**config.mk**
```make
export PLATFORM = sky130hd
export DESIGN_NAME = multi_tick_gen
export DESIGN_NICKNAME = d
export VERILOG_FILES = /design/src/rtl/multi_tick_gen_pkg.sv /design/src/rtl/tick_channel.sv /design/src/rtl/multi_tick_gen.sv
export SDC_FILE = /design/constraint.sdc
export NUM_CORES = 1
export LEC_CHECK = 0
export BUFFER_PORTS_ARGS = -buffer_cell sky130_fd_sc_hd__buf_2
export CORE_AREA = 2 2 160 162
export DETAILED_ROUTE_END_ITERATION = 8
export DIE_AREA = 0 0 162 164
export MAX_ROUTING_LAYER = met4
export PLACE_DENSITY = 0.85
export SYNTH_ARGS = -nofsm -noshare
export SYNTH_HDL_FRONTEND = slang
export SYNTH_HIERARCHICAL = 1
export SYNTH_SLANG_ARGS = --single-unit
```
**constraint.sdc**
```tcl
create_clock -name clk -period 4.44 [get_ports clk]
set_clock_uncertainty 0.15 [all_clocks]
set_input_delay 0.888 -clock clk [delete_from_list [all_inputs] [get_ports clk]]
set_output_delay 0.888 -clock clk [all_outputs]
set_load 0.02 [all_outputs]
```
**src/rtl/multi_tick_gen_pkg.sv**
```systemverilog
// multi_tick_gen_pkg
// Shared constants and helpers for the multi-channel tick generator.
//   TICK_DEF_NUM_CH : default channel count
//   TICK_DEF_CNT_W  : default divisor / counter width
//   TICK_DEF_DIV    : divisor every channel comes out of reset with
//   ch_sel_w()      : width of the channel-select field (never below 1)
package multi_tick_gen_pkg;

    localparam int unsigned TICK_DEF_NUM_CH = 4;
    localparam int unsigned TICK_DEF_CNT_W  = 32;
    localparam int unsigned TICK_DEF_DIV    = 4;

    // A single-channel build still needs a 1-bit select port.
    function automatic int unsigned ch_sel_w(input int unsigned num_ch);
        return (num_ch > 1) ? $clog2(num_ch) : 1;
    endfunction

endpackage

```
**src/rtl/tick_channel.sv**
```systemverilog
// tick_channel
// One divider channel: divisor register, up-counter, tick pulse and square wave.
//   clk     : clock, rising edge
//   rst_n   : synchronous active-low reset (div=DEF_DIV, cnt=1, outputs low)
//   sync    : phase restart (cnt=1, tick=0, sq=0), divisor kept
//   en      : count enable; low freezes cnt and sq
//   wr      : load wr_div into the divisor and restart the count
//   wr_div  : new divisor; zero disables the channel
//   tick    : registered one-cycle pulse every div cycles
//   sq      : registered square wave, toggles on every tick
module tick_channel
    import multi_tick_gen_pkg::*;
#(
    parameter int unsigned CNT_W   = TICK_DEF_CNT_W,
    parameter int unsigned DEF_DIV = TICK_DEF_DIV
) (
    input  logic             clk,
    input  logic             rst_n,
    input  logic             sync,
    input  logic             en,
    input  logic             wr,
    input  logic [CNT_W-1:0] wr_div,
    output logic             tick,
    output logic             sq
);

    logic [CNT_W-1:0] div_q;
    logic [CNT_W-1:0] cnt_q;

    always_ff @(posedge clk) begin
        if (!rst_n) begin
            div_q <= CNT_W'(DEF_DIV);
            cnt_q <= CNT_W'(1);
            tick  <= 1'b0;
            sq    <= 1'b0;
        end else begin
            if (wr) begin
                div_q <= wr_div;
            end

            // sync wins over the write's restart only in that it also clears sq;
            // the divisor load above still happens when both are present.
            if (sync) begin
                cnt_q <= CNT_W'(1);
                tick  <= 1'b0;
                sq    <= 1'b0;
            end else if (wr) begin
                cnt_q <= CNT_W'(1);
                tick  <= 1'b0;
            end else if (en && (div_q != '0)) begin
                // >= rather than == so a counter somehow above the divisor
                // still wraps instead of running round the full range.
                if (cnt_q >= div_q) begin
                    cnt_q <= CNT_W'(1);
                    tick  <= 1'b1;
                    sq    <= ~sq;
                end else begin
                    cnt_q <= cnt_q + CNT_W'(1);
                    tick  <= 1'b0;
                end
            end else begin
                tick <= 1'b0;
            end
        end
    end

endmodule

```
**src/rtl/multi_tick_gen.sv**
```systemverilog
// multi_tick_gen
// NUM_CH independent programmable tick generators sharing one clock.
//   clk     : clock, rising edge
//   rst_n   : synchronous active-low reset, overrides everything
//   sync    : restarts the phase of every channel at once
//   ch_en   : per-channel count enable
//   wr_en   : divisor write strobe
//   wr_ch   : channel addressed by the write; values >= NUM_CH are dropped
//   wr_div  : divisor to write
//   tick    : per-channel one-cycle pulse
//   sq      : per-channel square wave (half the tick rate)
module multi_tick_gen
    import multi_tick_gen_pkg::*;
#(
    parameter int unsigned NUM_CH  = TICK_DEF_NUM_CH,
    parameter int unsigned CNT_W   = TICK_DEF_CNT_W,
    parameter int unsigned DEF_DIV = TICK_DEF_DIV
) (
    input  logic                          clk,
    input  logic                          rst_n,
    input  logic                          sync,
    input  logic [NUM_CH-1:0]             ch_en,
    input  logic                          wr_en,
    input  logic [ch_sel_w(NUM_CH)-1:0]   wr_ch,
    input  logic [CNT_W-1:0]              wr_div,
    output logic [NUM_CH-1:0]             tick,
    output logic [NUM_CH-1:0]             sq
);

    logic [NUM_CH-1:0] wr_sel;

    for (genvar i = 0; i < NUM_CH; i++) begin : g_ch
        // Out-of-range channel numbers match no index, so they are ignored.
        assign wr_sel[i] = wr_en && (32'(wr_ch) == 32'(i));

        tick_channel #(
            .CNT_W   (CNT_W),
            .DEF_DIV (DEF_DIV)
        ) u_ch (
            .clk    (clk),
            .rst_n  (rst_n),
            .sync   (sync),
            .en     (ch_en[i]),
            .wr     (wr_sel[i]),
            .wr_div (wr_div),
            .tick   (tick[i]),
            .sq     (sq[i])
        );
    end

endmodule

```
Word level (Yosys, flattened, before mapping)
Index checks and enable logic that the tools add are counted.

storage, ports and cells
  flip-flop bits (word level) = 264
  input bits = 42
  output and inout port bits = 8
  logic and storage cells = 74

operators by class
  add/sub/neg operators = 4
  $lt $le $gt $ge = 4
  eq/ne operators = 3
  mux-type cells = 8
  bitwise logic cells = 13
  reduce and logical (&&, ||, !) cells = 26

operators by type and width
  operator                                                               count
  32-bit by 1-bit adder with 32-bit output, second input constant        4
  32-bit greater-or-equal comparator                                     4
  32-bit 2-to-1 mux                                                      4
  32-bit nonzero test                                                    4
  4-bit OR reduction                                                     4
  1-bit inverter                                                         13
  3-bit AND reduction                                                    4
  3-bit OR reduction                                                     4
  1-bit logical AND                                                      8
  2-bit equality test, second input constant                             2
  1-bit 2-to-1 mux                                                       4
  2-bit by 1-bit equality test with 1-bit output, second input constant  1
  2-bit zero test                                                        1
  2-bit OR reduction                                                     1

Longest topological paths before layout
Gate-level depths: netlist of run 1.

  depth after elaboration = 4
  mapped depth = 9
  mapped depth without buffers = 8

By module
Netlist of run 1, hierarchy kept.

modules (own cells, without submodules)
  module          times used  cells an instance  area an instance (um^2)  seq. area each (um^2)
  tick_channel    4           411                3653.5                   1321.3
  multi_tick_gen  1           4                  37.5                     0.0

Least setup slack after synthesis of run 1
OpenSTA, ideal clock, no wires.

  kind = input -> register
  start = input port wr_ch[1]
  end = register g_ch[1].u_ch.div_q[10]
  setup time = 0.117 ns
  arrival time = 2.161 ns
  required time = 4.173 ns
  setup slack = 2.013 ns
  stages = 5
  buffers on the path = 2
  path through = and3b_1 -> clkbuf_1 -> buf_1 -> mux2i_1 -> nor2b_1

between the ends
  word-level cells in the longest chain between the ends = 2

RTL lines
  what                                            line                  RTL
  start, declared                                 multi_tick_gen.sv:24  input logic [ch_sel_w(NUM_CH)-1:0] wr_ch,
  2-bit by 1-bit equality test with 1-bit output  multi_tick_gen.sv:34  assign wr_sel[i] = wr_en && (32'(wr_ch) == 32'(i));
  1-bit logical AND                               multi_tick_gen.sv:34
  end signal, assigned                            tick_channel.sv:32    div_q <= CNT_W'(DEF_DIV);
  end signal, assigned                            tick_channel.sv:38    div_q <= wr_div;
  end, declared                                   tick_channel.sv:27    logic [CNT_W-1:0] div_q;

No other way between the ends.
A chain may end at the register's enable or synchronous reset.

Worst setup path in the final report of run 1
  start = register g_ch[2].u_ch.div_q[30]
  end = register g_ch[2].u_ch.cnt_q[28]

between the ends
  word-level cells in the longest chain between the ends = 2
  elaborated cells on any way between the ends = 4
  those cells by class = 1 x order compare; 1 x mux; 2 x reduce/logical

RTL lines
  what                                                                       line                                    RTL
  start, declared                                                            tick_channel.sv:27
  start signal, assigned                                                     tick_channel.sv:32
  start signal, assigned                                                     tick_channel.sv:38
  32-bit greater-or-equal comparator or 32-bit nonzero test (tied branches)  tick_channel.sv:53, tick_channel.sv:50
  32-bit 2-to-1 mux or 1-bit logical AND (tied branches)                     tick_channel.sv:53, tick_channel.sv:50
  end signal, assigned                                                       tick_channel.sv:58                      cnt_q <= cnt_q + CNT_W'(1);
  end, declared                                                              tick_channel.sv:28                      logic [CNT_W-1:0] cnt_q;

Several ways; a longest one is shown, not always the timed one.

==> results of run 1 <==
-- sequential cells by signal, indices dropped and copies added (netlist names) --
register	count
g_ch.u_ch/tick	4
g_ch.u_ch/sq	4
g_ch.u_ch/div_q	128
g_ch.u_ch/cnt_q	128
-- final cells by class --
cell class	count	area, µm²
fill	1955	8560
inverter	176	661
clock buffer	37	816
sequential	264	5290
tap	330	413
timing repair buffer	59	320
multi-input combinational	1164	8530
clock inverter	15	236
-- power by group --
part           total [mW]  internal [mW]  switching [mW]
clock                2.63           1.64           0.988
combinational       0.431          0.170           0.261
sequential           2.45           2.41          0.0406
total                5.51           4.22            1.29
-- cells in the mapped netlist (12+ instances only) --
cell type | instances | share of area [%]
dfxtp_1 | 264 | 36
nor2_1 | 200 | 5.1
inv_1 | 168 | 4.3
ha_1 | 132 | 11
mux2i_1 | 128 | 8.7
nor2b_1 | 124 | 5.3
xnor2_1 | 120 | 7.2
nand2_1 | 68 | 1.7
nor3_1 | 60 | 2.0
nor4_1 | 44 | 1.9
a21oi_1 | 40 | 1.4
nand3_1 | 36 | 1.2
nand4_1 | 36 | 1.5
clkbuf_1 | 20 | 0.51
o21ai_0 | 16 | 0.55
buf_2 | 12 | 0.41
nand2b_1 | 12 | 0.51
o211ai_1 | 12 | 0.61
-- final timing paths --
path,start,to,slack (ns),cells past startpoint
worst max-delay path,g_ch[2].u_ch/div_q[30]$_SDFFE_PN0P_,g_ch[2].u_ch/cnt_q[28]$_SDFFE_PP0P_,1.82,9
worst min-delay path,g_ch[3].u_ch/div_q[2]$_SDFFE_PN1P_,g_ch[3].u_ch/div_q[2]$_SDFFE_PN1P_,0.36,2
worst max register to register,g_ch[2].u_ch/div_q[30]$_SDFFE_PN0P_,g_ch[2].u_ch/cnt_q[28]$_SDFFE_PP0P_,1.82,9
worst min register to register,g_ch[3].u_ch/div_q[2]$_SDFFE_PN1P_,g_ch[3].u_ch/div_q[2]$_SDFFE_PN1P_,0.36,2
-- cells by family (layout without fill, tap and decap cells) --
family                     count (synthesis)  in the layout  share of synthesized area [%]
and+or+nand+nor                          656            656                           24.4
DFF                                      264            264                           36.1
buffers and inverters                    220            287                           5.94
adders and majority gates                132            132                           11.3
muxes                                    132            132                           9.05
xor gates and xnor gates                 124            124                           7.41
AOI/OAI and AO/OA                        120            120                           5.88
-- worst max-delay path: stages (launching register included) --
cell      delay, ns
dfxtp_1        0.40
inv_1          0.09
ha_1           0.33
nand4_1        0.17
nor2_1         0.07
a222oi_1       0.31
nor3b_1        0.47
o221ai_2       0.14
buf_4          0.25
nor2_1         0.15
-- per-layer routing --
| layer | vias to the layer above | GRT usage [%] | wire (µm) |
|---|---|---|---|
| li1 | 5719 | - | - |
| met1 | 5562 | 32.9 | 14900 |
| met2 | 289 | 45.1 | 16300 |
| met3 | 69 | 3.91 | 1880 |
| met5 | - | - | 0 |
| met4 | 0 | 7.24 | 835 |
==> out/results.txt, run 1 <==
Cell variety after synth -> 52
Count of state elements after synthesis -> 264
Status -> finished, final reports clean
Vias in the first global route -> 11500
Hold_buf cts -> 0
Final setup viols -> 0
Post-Syn Area -> 14700 µm²
Synth Warn # -> 6
Crit path kind -> flip-flop to flip-flop
Worst setup margin -> 1.82 ns
Initial Util -> 59.0%
Row count -> 58
Via count -> 11600
Layout Cells excl Fill -> 2045
Max VDD drop -> 0.000299 V
DRT Pass-1 Iters -> 7
Drt initial violations -> 915
Final hold violation count -> 0
GP Congestion -> 0.832
Antenna diode count -> 0
NumNets Final -> 1867
CTS tree -> done
CORE AREA -> 24800 µm²
Final design utilization -> 65.5%
Largest net degree at the start of global routing -> 44
Max FO, Critical Path -> 31
CTS H-tree depth -> 1
Max_cap viols -> 0
Die Area -> 26600 µm²
Die height -> 164 µm
DRT Wirelength -> 34000 µm
Clk pin slew, worst setup/hold paths -> 0.06 ns
RSZ-0062 raised after global routing -> no
Clk sink count -> 264
# DRC -> 0
Sequential share of the synthesized area -> 36.1%
WHS -> 0.359 ns
Inserted Clock Buffers -> 28
Synth async-reset ratio -> 0%
Arr. time, crit path -> 2.94 ns
EDFF count, synth -> 0
Most frequent cells in the layout -> 264 x dfxtp_1, 200 x nor2_1, 168 x inv_1
GR Overflow Total -> 0
Vias per cell -> 5.69
Hold Path Class -> flip-flop to flip-flop
Fraction of layout cells with a size suffix above 1 -> 10.6%
Commonest non-fill, non-tap cell in the layout -> dfxtp_1
Setup WS pre-CTS -> 1.48 ns
Global-route wire length before repair -> 55600 µm
Slew margin rel. -> 31.8%
LEAKAGE -> 5.59 nW
Data required, critical path -> 4.76 ns
Synth-to-layout area growth -> 11.0%
Routed WL per cell -> 16.6 µm
Cell area power density -> 339 nW/µm²
CTS resizes -> 0
Die span in x -> 162 µm
Final Critical Period -> 2.62 ns
Number of antenna violations at the first check in global routing -> 0
Avg Synthesized Cell Area -> 8.89 µm²
Post-CTS setup buffer count -> 0
Final Instance Area -> 16300 µm²
Total Power -> 5.51 mW
Max Transition Viols Final -> 0
Number of port buffers -> 49
Syn Nets -> 1822
DP Wirelength -> 24800 µm
Actual slew at the worst max-slew pin -> 1.02 ns
Io pins -> 50
Critical path launch point type -> flip-flop
Root Driver -> clkbuf_16
Post-route antenna net violation count -> 0
Skew-Pair Late Insertion Delay -> 0.54 ns
Max Root-Sink Buffers -> 3
Gate Count Post-Synth -> 1648
CP endpoint kind -> flip-flop
TNS Setup -> 0 ns
Most common flop cell mapped by yosys -> dfxtp_1
Peak Freq -> 0.381 GHz
Total placed cells including tap cells -> 1993
Total track usage -> 26.5%
Cell Area, Placed -> 15200 µm²
Crit share post-route -> 59.1%
(Power assumes the default switching activity.)
==> run 2: changes to the inputs <==
--- a/config.mk
+++ b/config.mk
@@ -5,10 +5,11 @@
 export SDC_FILE = /design/constraint.sdc
 export NUM_CORES = 1
 export LEC_CHECK = 0
+export ABC_AREA = 1
 export BUFFER_PORTS_ARGS = -buffer_cell sky130_fd_sc_hd__buf_2
-export CORE_AREA = 2 2 160 162
+export CORE_AREA = 2 2 169 171
 export DETAILED_ROUTE_END_ITERATION = 8
-export DIE_AREA = 0 0 162 164
+export DIE_AREA = 0 0 171 173
 export MAX_ROUTING_LAYER = met4
 export PLACE_DENSITY = 0.85
 export SYNTH_ARGS = -nofsm -noshare
==> constraint.sdc (replaced) <==
create_clock -name clk -period 2.5 [get_ports clk]
set_clock_uncertainty 0.15 [all_clocks]
set_input_delay 0.5 -clock clk [delete_from_list [all_inputs] [get_ports clk]]
set_output_delay 0.5 -clock clk [all_outputs]
set_load 0.02 [all_outputs]
==> run 2 against run 1 <==
- non-clock buffer count rose by 11
- clock-buffer cell count up 10
- fmax is 14% higher
- area after synthesis is 12% higher
- critical path type unchanged
- largest cell class unchanged
- largest power group unchanged
- highest routed layer unchanged
==> out/results.txt, run 2 <==
Total Power -> 9.73 mW
Syn Nets -> 2514
Synth top cells by count -> 458 x nand2_1, 322 x inv_1, 284 x nor2_1
Actual slew at the worst max-slew pin -> 0.547 ns
Antenna diode count -> 0
Vias per cell -> 5.54
Number of antenna violations at the first check in global routing -> 0
Share of the synthesized area in the top cell type -> 32.3%
Root Driver -> clkbuf_16
Critical path launch point type -> flip-flop
GR Overflow Total -> 0
Clk pin slew, worst setup/hold paths -> 0.06 ns
Sequential share of the synthesized area -> 32.3%
Most common flop cell mapped by yosys -> dfxtp_1
Crit path kind -> flip-flop to flip-flop
Data required, critical path -> 2.79 ns
Clock network fraction of total power -> 45.7%
DRT Pass-1 Iters -> 6
Arr. time, crit path -> 2.59 ns
Clk sink count -> 264
NumNets Final -> 2556
Cell variety after synth -> 31
Fill count -> 2399
EDFF count, synth -> 0
Crit-path leading delay family -> simple AND/OR/NAND/NOR gates
Skew-Pair Late Insertion Delay -> 0.57 ns
Die height -> 173 µm
Largest net degree at the start of global routing -> 66
Biggest regs -> g_ch.u_ch/cnt_q (128), g_ch.u_ch/div_q (128)
Seq pwr share -> 44.9%
Total track usage -> 29.0%
Max Root-Sink Buffers -> 3
CTS resizes -> 0
Row count -> 61
Most numerous cell in the Yosys netlist -> nand2_1
Final Critical Period -> 2.30 ns
Slew margin rel. -> 63.4%
DRT Wirelength -> 41900 µm
TNS Setup -> 0 ns
Avg Synthesized Cell Area -> 7.00 µm²
CTS tree -> done
Die Area -> 29600 µm²
Routed WL per cell -> 15.1 µm
Max Transition Viols Final -> 0
GP Congestion -> 0.945
Max FO, Critical Path -> 25
Switching power -> 2.46 mW
Inserted Clock Buffers -> 30
Gate Count Post-Synth -> 2340
Top cells by area, synth -> dfxtp_1 32%, nand2_1 11%, ha_1 10%
Post-route antenna net violation count -> 0
Max_cap viols -> 0
Commonest non-fill, non-tap cell in the layout -> nand2_1
Vias in the first global route -> 14400
Via count -> 15400
Max VDD drop -> 0.000483 V
CTS H-tree depth -> 1
Post-synth top area cell -> dfxtp_1
Final Instance Area -> 17900 µm²
Hold Path Class -> primary input to flip-flop
Final hold violation count -> 0
Crit-path slowest cell -> dfxtp_1
Hold_buf cts -> 0
CORE AREA -> 27600 µm²
Sw Ratio -> 25.3%
Crit-path cells -> inv_1 > ha_1 > nand2_1 > nor2_1 > nand4_1 > nor2_1 > nand2_2 > nand2_4 > nand2_4 > nand2_4 > nor2_1
Comb power frac -> 9.4%
RSZ-0062 raised after global routing -> no
Peak Freq -> 0.435 GHz
Global-route wire length before repair -> 68800 µm
Count of state elements after synthesis -> 264
Io pins -> 50
Cell Area, Placed -> 16900 µm²
Fraction of layout cells with a size suffix above 1 -> 10.9%
Synth Warn # -> 6
Final setup viols -> 0
Synth async-reset ratio -> 0%
# DRC -> 0
Max stage delay on crit path -> 0.31 ns
CP endpoint kind -> flip-flop
Die span in x -> 171 µm
Synth-to-layout area growth -> 9.17%
DP Wirelength -> 31100 µm
Most frequent cells in the layout -> 458 x nand2_1, 322 x inv_1, 284 x nor2_1
Post-Syn Area -> 16400 µm²
Buf+Inv Stages, Crit Path -> 1
Crit share post-route -> 92.0%
Cell area power density -> 544 nW/µm²
LEAKAGE -> 7.61 nW
Initial Util -> 59.3%
Status -> finished, final reports clean
Drt initial violations -> 1431
Post-CTS setup buffer count -> 0
Number of port buffers -> 49
Pint -> 7.26 mW
==> run 2: changes by cell type after synthesis, sizes merged, moves of 16 or more <==
cell and delta:
xnor2 -120, clkbuf +16, nand4 +52, nor2b -124, nor2 +160, nor4 -56
a21oi +168, xor2 +44, inv +150, nand3 +104, nor3 -48, o21ai +136
mux2i -128, nand2 +418
==> run 2: final timing paths <==
| kind | depth (start not counted) | startpoint | slack [ns] | endpoint |
|---|---|---|---|---|
| worst min register to register | 2 | g_ch[0].u_ch/div_q[15]$_SDFFE_PN0P_ | 0.33 | g_ch[0].u_ch/div_q[15]$_SDFFE_PN0P_ |
| worst min-delay path | 3 | wr_div[0] | 0.17 | g_ch[0].u_ch/div_q[0]$_SDFFE_PN0P_ |
| worst max-delay path | 11 | g_ch[0].u_ch/div_q[31]$_SDFFE_PN0P_ | 0.20 | g_ch[0].u_ch/cnt_q[21]$_SDFFE_PP0P_ |
| worst max register to register | 11 | g_ch[0].u_ch/div_q[31]$_SDFFE_PN0P_ | 0.20 | g_ch[0].u_ch/cnt_q[21]$_SDFFE_PP0P_ |
==> run 2: power groups by stage <==
stage | Combinational [mW] | Sequential (mW) | Clock (mW)
2_1_floorplan | 0.653 | 4.45 | 0
3_3_place_gp | 0.852 | 4.45 | 0
3_5_place_dp | 0.893 | 4.46 | 0
4_1_cts | 0.905 | 4.37 | 4.50
5_1_grt | 1.02 | 4.38 | 4.66
6_report | 0.917 | 4.37 | 4.44
==> run 2: layout make-up <==
type,count,area [µm²],share of cell area [%]
clock buffers,47,946,5.29
clock inverters,6,55.1,0.308
inverters,330,1240,6.93
multi-input cells,1686,9470,53.0
flip-flops and latches,264,5290,29.6
well taps,378,473,2.65
repair buffers,70,403,2.25
==> run 2: worst reg2reg max path: stages (launching register included) <==
cell and delay, ns:
dfxtp_1 0.31, inv_1 0.07, ha_1 0.31, nand2_1 0.08, nor2_1 0.18, nand4_1 0.13
nor2_1 0.22, nand2_2 0.17, nand2_4 0.12, nand2_4 0.06, nand2_4 0.27, nor2_1 0.11
==> run 2: metrics by stage <==
step / utilization, % / hold WS, ns / setup slack, ns / instances
floorplan: - / 0.304 / 0.626 / 2340
global placement: 61.1 / 0.315 / 0.349 / 2728
detailed placement: 61.1 / 0.321 / 0.221 / 2728
CTS: 64.7 / 0.144 / 0.201 / 2781
global route: 64.7 / 0.163 / 0.0376 / 2781
finish: 64.7 / 0.170 / 0.200 / 2781
==> run 2: cell families after synthesis <==
family | synth area share (%)
simple gates | 32.8
flops | 32.3
fa+ha+maj | 10.1
xor+xnor | 2.57
compound gates | 12.4
buf+inv | 9.86
==> run 2: routing by layer <==
| layer | part of all wire (%) | global-route usage [%] | up-vias |
|---|---|---|---|
| met5 | 0 | - | - |
| li1 | - | - | 7691 |
| met4 | 5.1 | 14.3 | 0 |
| met2 | 46 | 46.5 | 475 |
| met3 | 5.7 | 3.25 | 125 |
| met1 | 43 | 36.2 | 7121 |
==> run 3: changes to the inputs <==
--- a/config.mk
+++ b/config.mk
@@ -12,6 +12,7 @@
 export DIE_AREA = 0 0 171 173
 export MAX_ROUTING_LAYER = met4
 export PLACE_DENSITY = 0.85
+export SETUP_SLACK_MARGIN = 0.15
 export SYNTH_ARGS = -nofsm -noshare
 export SYNTH_HDL_FRONTEND = slang
 export SYNTH_HIERARCHICAL = 1
==> constraint.sdc (replaced) <==
create_clock -name clk -period 2.9 [get_ports clk]
set_clock_uncertainty 0.15 [all_clocks]
set_input_delay 0.58 -clock clk [delete_from_list [all_inputs] [get_ports clk]]
set_output_delay 0.58 -clock clk [all_outputs]
set_load 0.02 [all_outputs]
==> run 3 against run 2 <==
- cell area shrank 0.13%
- die area is the same
- highest routed layer unchanged
- critical path type unchanged
- critical path depth stayed put
==> out/results.txt, run 3 (synthesis results as in run 2) <==
Critical path launch point type -> flip-flop
Skew-Pair Late Insertion Delay -> 0.56 ns
Data required, critical path -> 3.18 ns
Switching power -> 2.14 mW
Arr. time, crit path -> 2.55 ns
Post-CTS setup buffer count -> 0
Clk pin slew, worst setup/hold paths -> 0.06 ns
DRT Pass-1 Iters -> 6
Clk sink count -> 264
Vias per cell -> 5.52
Die span in x -> 171 µm
Routed WL per cell -> 14.9 µm
Status -> finished, final reports clean
Final Instance Area -> 17800 µm²
CTS H-tree depth -> 1
Hold_buf cts -> 0
Pint -> 6.41 mW
Hold Path Class -> primary input to flip-flop
Io pins -> 50
NumNets Final -> 2544
Number of antenna violations at the first check in global routing -> 0
Slew margin rel. -> 58.5%
Post-route antenna net violation count -> 0
Drt initial violations -> 1308
Max VDD drop -> 0.000434 V
Most frequent cells in the layout -> 458 x nand2_1, 322 x inv_1, 284 x nor2_1
Actual slew at the worst max-slew pin -> 0.620 ns
Die height -> 173 µm
RSZ-0062 raised after global routing -> no
Max Root-Sink Buffers -> 3
Number of port buffers -> 49
Crit path kind -> flip-flop to flip-flop
Total Power -> 8.54 mW
Max Transition Viols Final -> 0
Via count -> 15300
Fraction of layout cells with a size suffix above 1 -> 10.7%
Antenna diode count -> 0
Max_cap viols -> 0
DRT Wirelength -> 41200 µm
CP endpoint kind -> flip-flop
Final design utilization -> 64.6%
Peak Freq -> 0.441 GHz
Final Critical Period -> 2.27 ns
Clock network fraction of total power -> 46.7%
GP Congestion -> 0.921
# DRC -> 0
Global-route wire length before repair -> 67900 µm
Largest net degree at the start of global routing -> 62
Max FO, Critical Path -> 25
Vias in the first global route -> 14300
CTS resizes -> 0
Die Area -> 29600 µm²
Row count -> 61
GR Overflow Total -> 0
Total track usage -> 28.5%
Biggest regs -> g_ch.u_ch/cnt_q (128), g_ch.u_ch/div_q (128)
Initial Util -> 59.3%
LEAKAGE -> 7.58 nW
CORE AREA -> 27600 µm²
Final setup viols -> 0
Crit share post-route -> 78.2%
CTS tree -> done
Root Driver -> clkbuf_16
Comb power frac -> 9.2%
Inserted Clock Buffers -> 30
Final hold violation count -> 0
Cell Area, Placed -> 16800 µm²
Synth-to-layout area growth -> 9.03%
Commonest non-fill, non-tap cell in the layout -> nand2_1
Cell area power density -> 479 nW/µm²
TNS Setup -> 0 ns
DP Wirelength -> 30600 µm
Seq pwr share -> 44.1%
Sw Ratio -> 25.0%
==> run 3: cell types whose count changed in the layout (fill, tap and decap cells not counted), sizes merged <==
cell      previous run  this run
buf                 70        58
bufinv               1         4
clkbuf              47        39
clkinv               9        14
clkinvlp             0         1
inv                326       327
==> run 3: power groups by stage <==
stage               combinational, mW  sequential [mW]  clock (mW)
CTS                             0.776             3.76        4.05
detailed placement              0.767             3.84           0
floorplan                       0.563             3.83           0
global route                    0.874             3.77        4.22
finish                          0.786             3.76        3.99
global placement                0.729             3.84           0
==> run 3: worst max-delay path, cell delays in order, from the launching register on <==
cell	delay, ns
dfxtp_1	0.31
inv_1	0.07
ha_1	0.31
nand2_1	0.07
nor2_1	0.17
nand4_1	0.13
a21oi_1	0.28
nor2_4	0.11
nand2_4	0.11
nand2_4	0.05
nand2_4	0.28
nor2_1	0.10
==> run 3: path summary, 6_finish.rpt <==
check / from / endpoint / slack [ns] / cells after the start
worst max-delay path: g_ch[1].u_ch/div_q[31]$_SDFFE_PN0P_ / g_ch[1].u_ch/cnt_q[23]$_SDFFE_PP0P_ / 0.63 / 11
worst min-delay path: wr_div[17] / g_ch[3].u_ch/div_q[17]$_SDFFE_PN0P_ / 0.26 / 3
worst max register to register: g_ch[1].u_ch/div_q[31]$_SDFFE_PN0P_ / g_ch[1].u_ch/cnt_q[23]$_SDFFE_PP0P_ / 0.63 / 11
worst min register to register: g_ch[0].u_ch/div_q[21]$_SDFFE_PN0P_ / g_ch[0].u_ch/div_q[21]$_SDFFE_PN0P_ / 0.34 / 2
==> run 3: layer usage <==
| layer | vias up | track usage, % | share of wire (%) |
|---|---|---|---|
| met1 | 7021 | 35.5 | 43 |
| met3 | 116 | 3.62 | 6.0 |
| li1 | 7675 | - | - |
| met5 | - | - | 0 |
| met2 | 473 | 46.7 | 47 |
| met4 | 0 | 11.7 | 4.7 |
==> run 3: cell type report <==
cell class              instances  area, µm²
fillers                      2403       9780
multi-input cells            1686       9470
flip-flops and latches        264       5290
inverters                     330       1240
clock buffers                  39        866
well taps                     378        473
repair buffers                 58        325
clock inverters                16        189
==> run 3: per-stage QoR <==
step | cells | hold slack [ns] | setup slack [ns]
6_report | 2771 | 0.265 | 0.633
3_5_place_dp | 2716 | 0.324 | 0.621
2_1_floorplan | 2340 | 0.304 | 1.03
5_1_grt | 2771 | 0.267 | 0.501
4_1_cts | 2771 | 0.236 | 0.641
3_3_place_gp | 2716 | 0.317 | 0.651
